[config.mk]
export PLATFORM = sky130hd
export DESIGN_NAME = id_ex_stage_register
export DESIGN_NICKNAME = d
export VERILOG_FILES = /design/src/rtl/id_ex_stage_register.sv
export SDC_FILE = /design/constraint.sdc
export NUM_CORES = 1
export LEC_CHECK = 0
export ABC_AREA = 0
export CELL_PAD_IN_SITES_DETAIL_PLACEMENT = 1
export CELL_PAD_IN_SITES_GLOBAL_PLACEMENT = 1
export CORE_MARGIN = 2
export CORE_UTILIZATION = 26
export CTS_CLUSTER_SIZE = 16
export DETAILED_ROUTE_END_ITERATION = 8
export PLACE_DENSITY = 0.85
export SYNTH_ARGS = -nofsm -noshare
export SYNTH_HDL_FRONTEND = slang
export SYNTH_SLANG_ARGS = --single-unit
[constraint.sdc]
create_clock -name CLK -period 2.12 [get_ports CLK]
set_clock_uncertainty 0.15 [all_clocks]
set_input_delay 0.424 -clock CLK [delete_from_list [all_inputs] [get_ports CLK]]
set_output_delay 0.424 -clock CLK [all_outputs]
set_load 0.005 [all_outputs]
[src/rtl/id_ex_stage_register.sv]
`default_nettype none
// ============================================================================
// Module      : id_ex_stage_register
// Description : ID/EX pipeline register of the 5-stage CPU. It captures the
//               register-file read data, the immediate, PC+4 and the decoded
//               control word at the end of ID. A writeback in the same cycle
//               is bypassed into the captured operands. Load-use hazards are
//               detected here, and a bubble is inserted into EX. The block
//               also supports an external hold (StallIn) and a branch flush
//               (FlushE).
// Revision    : 1.0 - initial release
// ----------------------------------------------------------------------------
// Ports
//   CLK, RSTn                 clock; synchronous active-low reset
//   StallIn                   hold every EX output; no bypass, no count
//   FlushE                    squash the instruction entering EX
//   ValidD                    ID holds a real instruction
//   RsD, RtD, WriteRegD       source and destination register addresses
//   RD1D, RD2D                register file read data
//   ImmD, PCPlus4D            sign-extended immediate, PC+4
//   RegWriteD .. BranchD      decoded single-bit controls
//   ALUControlD               ALU operation
//   RegWriteW, WriteRegW,
//   ResultW                   WB-stage write port (bypass source)
//   *E outputs                registered EX-stage copies
//   LoadUseStall              combinational; IF and IF/ID hold when 1
//   BubbleCount               saturating count of load-use bubbles
// ============================================================================
module id_ex_stage_register #(
    parameter int DATA_W    = 32,
    parameter int ADDR_W    = 5,
    parameter int ALUCTRL_W = 4,
    parameter int CNT_W     = 16
) (
    input  logic                 CLK,
    input  logic                 RSTn,
    input  logic                 StallIn,
    input  logic                 FlushE,
    input  logic                 ValidD,
    input  logic [ADDR_W-1:0]    RsD,
    input  logic [ADDR_W-1:0]    RtD,
    input  logic [ADDR_W-1:0]    WriteRegD,
    input  logic [DATA_W-1:0]    RD1D,
    input  logic [DATA_W-1:0]    RD2D,
    input  logic [DATA_W-1:0]    ImmD,
    input  logic [DATA_W-1:0]    PCPlus4D,
    input  logic                 RegWriteD,
    input  logic                 MemtoRegD,
    input  logic                 MemWriteD,
    input  logic                 ALUSrcD,
    input  logic                 BranchD,
    input  logic [ALUCTRL_W-1:0] ALUControlD,
    input  logic                 RegWriteW,
    input  logic [ADDR_W-1:0]    WriteRegW,
    input  logic [DATA_W-1:0]    ResultW,
    output logic                 ValidE,
    output logic [DATA_W-1:0]    SrcAE,
    output logic [DATA_W-1:0]    SrcBE,
    output logic [DATA_W-1:0]    ImmE,
    output logic [DATA_W-1:0]    PCPlus4E,
    output logic [ADDR_W-1:0]    RsE,
    output logic [ADDR_W-1:0]    RtE,
    output logic [ADDR_W-1:0]    WriteRegE,
    output logic                 RegWriteE,
    output logic                 MemtoRegE,
    output logic                 MemWriteE,
    output logic                 ALUSrcE,
    output logic                 BranchE,
    output logic [ALUCTRL_W-1:0] ALUControlE,
    output logic                 LoadUseStall,
    output logic [CNT_W-1:0]     BubbleCount
);

    localparam logic [ADDR_W-1:0] c_reg_zero = '0;
    localparam logic [CNT_W-1:0]  c_cnt_one  = {{(CNT_W-1){1'b0}}, 1'b1};

    // ------------------------------------------------------------------
    // EX-stage state
    // ------------------------------------------------------------------
    logic                 r_valid_e;
    logic [DATA_W-1:0]    r_src_a_e;
    logic [DATA_W-1:0]    r_src_b_e;
    logic [DATA_W-1:0]    r_imm_e;
    logic [DATA_W-1:0]    r_pc_plus4_e;
    logic [ADDR_W-1:0]    r_rs_e;
    logic [ADDR_W-1:0]    r_rt_e;
    logic [ADDR_W-1:0]    r_write_reg_e;
    logic                 r_reg_write_e;
    logic                 r_mem_to_reg_e;
    logic                 r_mem_write_e;
    logic                 r_alu_src_e;
    logic                 r_branch_e;
    logic [ALUCTRL_W-1:0] r_alu_control_e;
    logic [CNT_W-1:0]     r_bubble_count;

    // ------------------------------------------------------------------
    // Load-use detection. Only a valid load in EX that writes a
    // non-zero register can create the hazard. The instruction in ID must
    // also be real, and it must read that register through either source
    // port.
    // ------------------------------------------------------------------
    logic w_load_in_ex;
    logic w_src_match;
    logic w_load_use;

    assign w_load_in_ex = r_valid_e & r_mem_to_reg_e & r_reg_write_e
                          & (r_write_reg_e != c_reg_zero);
    assign w_src_match  = (r_write_reg_e == RsD) | (r_write_reg_e == RtD);
    assign w_load_use   = w_load_in_ex & ValidD & w_src_match;

    // ------------------------------------------------------------------
    // Same-cycle writeback bypass. The register file is written at the
    // same edge that it is read here, so RD1D/RD2D still show the old
    // value. r0 is never forwarded because its read data is
    // hard-wired to zero.
    // ------------------------------------------------------------------
    logic              w_wb_active;
    logic              w_bypass_a;
    logic              w_bypass_b;
    logic [DATA_W-1:0] w_src_a_d;
    logic [DATA_W-1:0] w_src_b_d;

    assign w_wb_active = RegWriteW & (WriteRegW != c_reg_zero);
    assign w_bypass_a  = w_wb_active & (WriteRegW == RsD);
    assign w_bypass_b  = w_wb_active & (WriteRegW == RtD);
    assign w_src_a_d   = w_bypass_a ? ResultW : RD1D;
    assign w_src_b_d   = w_bypass_b ? ResultW : RD2D;

    // ------------------------------------------------------------------
    // Edge action, in priority order: flush, hold, load-use bubble, capture.
    // A flush always produces the bubble itself. For this reason, a
    // load-use hazard that coincides with a flush is not counted.
    // ------------------------------------------------------------------
    logic w_bubble;
    logic w_capture;
    logic w_count_en;
    logic w_cnt_sat;

    assign w_bubble   = FlushE | (~StallIn & w_load_use);
    assign w_capture  = ~FlushE & ~StallIn & ~w_load_use;
    assign w_cnt_sat  = &r_bubble_count;
    assign w_count_en = ~FlushE & ~StallIn & w_load_use & ~w_cnt_sat;

    always_ff @(posedge CLK) begin
        if (!RSTn) begin
            r_valid_e       <= 1'b0;
            r_src_a_e       <= '0;
            r_src_b_e       <= '0;
            r_imm_e         <= '0;
            r_pc_plus4_e    <= '0;
            r_rs_e          <= '0;
            r_rt_e          <= '0;
            r_write_reg_e   <= '0;
            r_reg_write_e   <= 1'b0;
            r_mem_to_reg_e  <= 1'b0;
            r_mem_write_e   <= 1'b0;
            r_alu_src_e     <= 1'b0;
            r_branch_e      <= 1'b0;
            r_alu_control_e <= '0;
            r_bubble_count  <= '0;
        end else begin
            if (w_bubble) begin
                // A bubble clears everything so that no stale address can
                // trigger forwarding or hazard logic further down.
                r_valid_e       <= 1'b0;
                r_src_a_e       <= '0;
                r_src_b_e       <= '0;
                r_imm_e         <= '0;
                r_pc_plus4_e    <= '0;
                r_rs_e          <= '0;
                r_rt_e          <= '0;
                r_write_reg_e   <= '0;
                r_reg_write_e   <= 1'b0;
                r_mem_to_reg_e  <= 1'b0;
                r_mem_write_e   <= 1'b0;
                r_alu_src_e     <= 1'b0;
                r_branch_e      <= 1'b0;
                r_alu_control_e <= '0;
            end else if (w_capture) begin
                r_valid_e       <= ValidD;
                r_src_a_e       <= w_src_a_d;
                r_src_b_e       <= w_src_b_d;
                r_imm_e         <= ImmD;
                r_pc_plus4_e    <= PCPlus4D;
                r_rs_e          <= RsD;
                r_rt_e          <= RtD;
                r_write_reg_e   <= WriteRegD;
                // An invalid ID slot must not write state, so its
                // single-bit controls are forced low.
                r_reg_write_e   <= RegWriteD & ValidD;
                r_mem_to_reg_e  <= MemtoRegD & ValidD;
                r_mem_write_e   <= MemWriteD & ValidD;
                r_alu_src_e     <= ALUSrcD   & ValidD;
                r_branch_e      <= BranchD   & ValidD;
                r_alu_control_e <= ALUControlD;
            end
            // Otherwise StallIn is active: every register keeps its value.

            if (w_count_en) begin
                r_bubble_count <= r_bubble_count + c_cnt_one;
            end
        end
    end

    // ------------------------------------------------------------------
    // Outputs
    // ------------------------------------------------------------------
    assign ValidE       = r_valid_e;
    assign SrcAE        = r_src_a_e;
    assign SrcBE        = r_src_b_e;
    assign ImmE         = r_imm_e;
    assign PCPlus4E     = r_pc_plus4_e;
    assign RsE          = r_rs_e;
    assign RtE          = r_rt_e;
    assign WriteRegE    = r_write_reg_e;
    assign RegWriteE    = r_reg_write_e;
    assign MemtoRegE    = r_mem_to_reg_e;
    assign MemWriteE    = r_mem_write_e;
    assign ALUSrcE      = r_alu_src_e;
    assign BranchE      = r_branch_e;
    assign ALUControlE  = r_alu_control_e;
    assign LoadUseStall = w_load_use;
    assign BubbleCount  = r_bubble_count;

endmodule
`default_nettype wire

Yosys cells after proc, flatten, opt, wreduce, memory -nomap -nowiden
Cells that the tools add are included.

word-level totals
  register bits after elaboration = 169
  input port bits = 195
  output and inout port bits = 170

cells by class
  $add $sub $neg = 1
  equality and inequality tests = 4
  multiplexer cells = 2
  bitwise logic cells = 25
  reduce and logical (&&, ||, !) cells = 4

operators with widths
  kind                     number
  $mux W32                 2
  $eq A5 B5 Y1             4
  $and A1 B1 Y1            18
  $add A16 B1 Y16 const B  1
  $reduce_and A16 Y1       1
  $reduce_bool A5 Y1       2
  $not A1 Y1               5
  $or A1 B1 Y1             2
  $reduce_or A2 Y1         1

Depth between registers and ports, before layout
  depth in word-level cells = 8
  mapped depth = 8

Worst setup path before layout
OpenSTA, ideal clock, no wires.

  path type = flip-flop to output port
  start point = reg r_write_reg_e[3] (netlist: WriteRegE[3])
  end point = out LoadUseStall
  data arrival time = 1672 ps
  required time = 1546 ps
  slack = -126 ps
  cell stages (with the launch flop) = 8
  cell sequence = dfxtp_1 xnor2_1 nand3_1 o22ai_1 buf_2 buf_1 nand2_1 inv_1

between the ends
  word-level cells in the longest chain between the ends = 4
  elaborated cells between the ends (all ways) = 7
  those cells by class = eq/ne: 2; bitwise: 4; reduce/logical: 1

ends and longest elaborated chain
  element                 line  source
  start, declared         87    logic [ADDR_W-1:0] r_write_reg_e;
  start signal, assigned  187   r_write_reg_e <= WriteRegD;
  $reduce_bool A5 Y1      107   & (r_write_reg_e != c_reg_zero);
  $and A1 B1 Y1           107
  $and A1 B1 Y1           109   assign w_load_use = w_load_in_ex & ValidD & w_src_match;
  $and A1 B1 Y1 *         109
  end, declared           70    output logic LoadUseStall,

Mark *: on every way between the ends. The rest lies on a longest branch, timed or not.

Final worst setup path
  start point = reg r_write_reg_e[1] (netlist: WriteRegE[1])
  end point = reg r_pc_plus4_e[0] (netlist: PCPlus4E[0])

between the ends
  word-level cells in the longest chain between the ends = 7
  elaborated cells between the ends (all ways) = 12
  those cells by class = eq/ne: 2; bitwise: 8; reduce/logical: 2

ends and longest elaborated chain
  element                     line  source
  $reduce_bool A5 Y1          107
  $and A1 B1 Y1               107
  $and A1 B1 Y1               109
  $and A1 B1 Y1 *             109
  $and A1 B1 Y1               139   assign w_bubble = FlushE | (~StallIn & w_load_use);
  $or A1 B1 Y1                139
  $reduce_or A2 Y1 (no line)  -
  end signal, assigned        184   r_pc_plus4_e <= PCPlus4D;
  end, declared               84    logic [DATA_W-1:0] r_pc_plus4_e;

Marks and branches as above.
A chain may end at the register's enable or synchronous reset.

==> summary.md <==
| Metric | Value |
|---|---|
| Gr usage total | `22.3%` |
| H-tree depth | `4` |
| Clk buf depth | `2` |
| Synth warn | `0` |
| Netlist cell types | `40` |
| Initial antenna violation count | `9` |
| Relative slew slack | `56.8%` |
| Root Driver | `clkbuf_16` |
| Synth top area share | `43.3%` |
| CTS buffer count | `17` |
| Drt via density | `5.40` |
| Peak supply drop | `0.000493 V` |
| Crit path DAT | `2510 ps` |
| GRT Residual Overflow | `0` |
| P_leak | `5.14 nW` |
| Setup TNS | `-21740 ps` |
| Largest area contributor in the netlist | `dfxtp_1` |
| Residual DRC | `0` |
| Largest cells by area after synthesis | `dfxtp_1 (43%), mux2i_1 (9.0%), nand2_1 (8.0%)` |
| Die area | `31500 µm²` |
| Initial core utilization | `26.4%` |
| Fin nets | `1574` |
| Antenna violation net count after detailed routing | `0` |
| Placed cell areas | `12600 µm²` |
| Final period utilization | `112%` |
| DR iter-0 viols | `491` |
| Slew Limit Fails | `0` |
| Routed WL per cell | `24.3 µm` |
| Vias in the first global route | `9645` |
| Largest net degree at the start of global routing | `87` |
| CP Capture Type | `flip-flop` |
| Area Overhead vs Synth | `95.7%` |
| First-pass GRT wire length | `54.7 mm` |
| Kind of critical path | `flip-flop to flip-flop` |
| I/O Pins | `365` |
| #FFs+latches synth | `169` |
| Finished Cell Area | `15300 µm²` |
| Avg Synthesized Cell Area | `8.37 µm²` |
| First-pass iteration count of the detailed router | `5` |
| Die Span Y | `177 µm` |
| Peak fanout along the critical path | `6` |
| Post-synthesis instance total | `934` |
| PwrDens | `524 nW/µm²` |
| Minimum clock period | `2360 ps` |
| Filler cells | `3225` |
| Mapped cell area | `7820 µm²` |
| Die W | `177 µm` |
| Worst-Margin Slew | `648 ps` |
| Hold-fix buffers, CTS | `0` |
| Final worst setup slack | `-245 ps` |
| Routability cong. | `0.768` |
| Hold Crit Class | `flip-flop to flip-flop` |
| Clk sink count | `169` |
| Failing checks | `setup timing` |
| Crit start category | `flip-flop` |
| # setup viols final | `165` |
| Share of cells above drive strength 1 | `25.2%` |
| Core area | `29600 µm²` |
| Max cap viols | `0` |
| Skew-Pair Late Insertion Delay | `440 ps` |
| Final Hold Viols | `0` |
| Input/output buffers | `364` |
| Peak Freq | `423 MHz` |
| CTS tree | `done` |
| Total Wirelength | `43.3 mm` |
| Site Rows | `63` |
| Register area share after synthesis | `43.3%` |
| Clock-pin slew on the worst setup and hold paths | `70 ps` |
| Unrepaired setup endpoints after global routing | `yes` |
| Critical path required time | `2270 ps` |
| Via count | `9640` |
| Min Hold Slack | `301 ps` |
| DP HPWL | `25.1 mm` |
| Synth Net Count | `1130` |
| Status | `complete, but fails checks` |
[final timing paths]
path	from	to	slack, ps	depth (start not counted)
max	WriteRegE[1]	PCPlus4E[0]	-240	8
min	SrcAE[19]	SrcAE[19]	300	2
max reg2reg	WriteRegE[1]	PCPlus4E[0]	-240	8
min reg2reg	SrcAE[19]	SrcAE[19]	300	2
[state kept, by name (all words and copies together) (netlist names)]
register	count
PCPlus4E	32
ImmE	32
ValidE	1
RsE	5
MemWriteE	1
MemtoRegE	1
ALUSrcE	1
BranchE	1
SrcAE	32
RegWriteE	1
ALUControlE	4
SrcBE	32
WriteRegE	5
RtE	5
BubbleCount	16
[cells in the mapped netlist, drive strengths merged]
cell type / n
clkinv: 1
a311o: 1
o21ai: 67
o211ai: 84
o22a: 1
nor3: 1
nand4: 5
xor2: 4
a31oi: 88
dfxtp: 169
nand2b: 6
o2111ai: 3
or3b: 1
and4: 2
o311ai: 1
o22ai: 1
nor2: 3
or3: 1
nand3: 100
inv: 3
o31ai: 8
and3: 6
and2: 1
xnor2: 16
a21o: 1
nand2: 166
nor3b: 2
or4: 9
ha: 1
clkbuf: 68
or2: 1
nor4: 6
mux2i: 70
buf: 25
a21oi: 12
[metrics by stage]
stage               cells  power (W)  setup slack (ps)  util, %
floorplan             934    0.00371              5.32        -
global placement     1686    0.00448              -992     42.5
detailed placement   1686    0.00451             -1070     42.5
CTS                  1745    0.00778              -284     46.1
global route         1785    0.00828              -328     51.6
finish               1786    0.00801              -245     51.6
[area by class of cell]
type	count	area, µm²	share of cell area, %
diodes	5	12.5	0.0818
clock buffers	20	467	3.05
flip-flops and latches	169	3400	22.2
inverters	4	15.0	0.0981
repair buffers	516	5630	36.8
clock inverters	12	116	0.760
multi-input cells	670	5170	33.8
well taps	390	488	3.19
[what timing repair did]
| action | 4_1_cts | 5_1_grt |
|---|---|---|
| gates cloned | 4 | 24 |
| resized for setup | 63 | 228 |
| setup buffers | 23 | 21 |
| pin swaps | 25 | 85 |
| setup endpoints to repair | 175 | 172 |
[power breakdown]
| group | total [W] | leakage [nW] | internal [W] | switching, W |
|---|---|---|---|---|
| registers | 0.00331 | 1.38 | 0.00325 | 0.0000586 |
| clock network | 0.00322 | 0.271 | 0.00173 | 0.00149 |
| logic | 0.00149 | 3.49 | 0.000841 | 0.000649 |
| total | 0.00801 | 5.14 | 0.00581 | 0.00220 |
[critical path: stages, from the launching register on]
cell,delay [ps]
dfxtp_4,390
xnor2_1,230
nand2_2,210
o22a_4,340
o311ai_4,340
buf_12,180
buf_12,140
clkbuf_16,170
a31oi_1,60
[layer usage]
layer,vias up,part of all wire [%],global-route usage (%)
li1,4351,-,-
met4,2,4.1,10.0
met3,110,5.6,5.06
met1,4779,40,27.5
met2,398,50,37.1
met5,-,0.030,0
[cell usage in the layout, fill, tap and decap left out, drive strengths merged, types with 6 or more instances in the layout]
| master | count |
|---|---|
| a21oi | 12 |
| clkbuf | 38 |
| xnor2 | 16 |
| and3 | 6 |
| o211ai | 84 |
| nor4 | 6 |
| o31ai | 8 |
| dlygate4sd2 | 11 |
| a31oi | 88 |
| nand3 | 100 |
| buf | 135 |
| dfxtp | 169 |
| dlymetal6s2s | 11 |
| or4 | 9 |
| nand2 | 166 |
| mux2i | 70 |
| o21ai | 67 |
| nand2b | 6 |
| clkdlybuf4s50 | 341 |
[cell families (layout without fill, tap and decap cells)]
kind of cell             count (synthesis)  in the layout  synth area share [%]
AND/OR/NAND/NOR                        310            310                  18.2
AO/OA/AOI/OAI                          267            269                  22.1
flip-flops                             169            169                  43.3
buffers and inverters                   97            552                  5.07
multiplexers                            70             70                  8.96
XOR/XNOR                                20             20                  2.24
adder cells (fa/ha/maj)                  1              1                 0.160
other                                    0              5                     0
No activity file was read; power rests on OpenSTA's default activity.
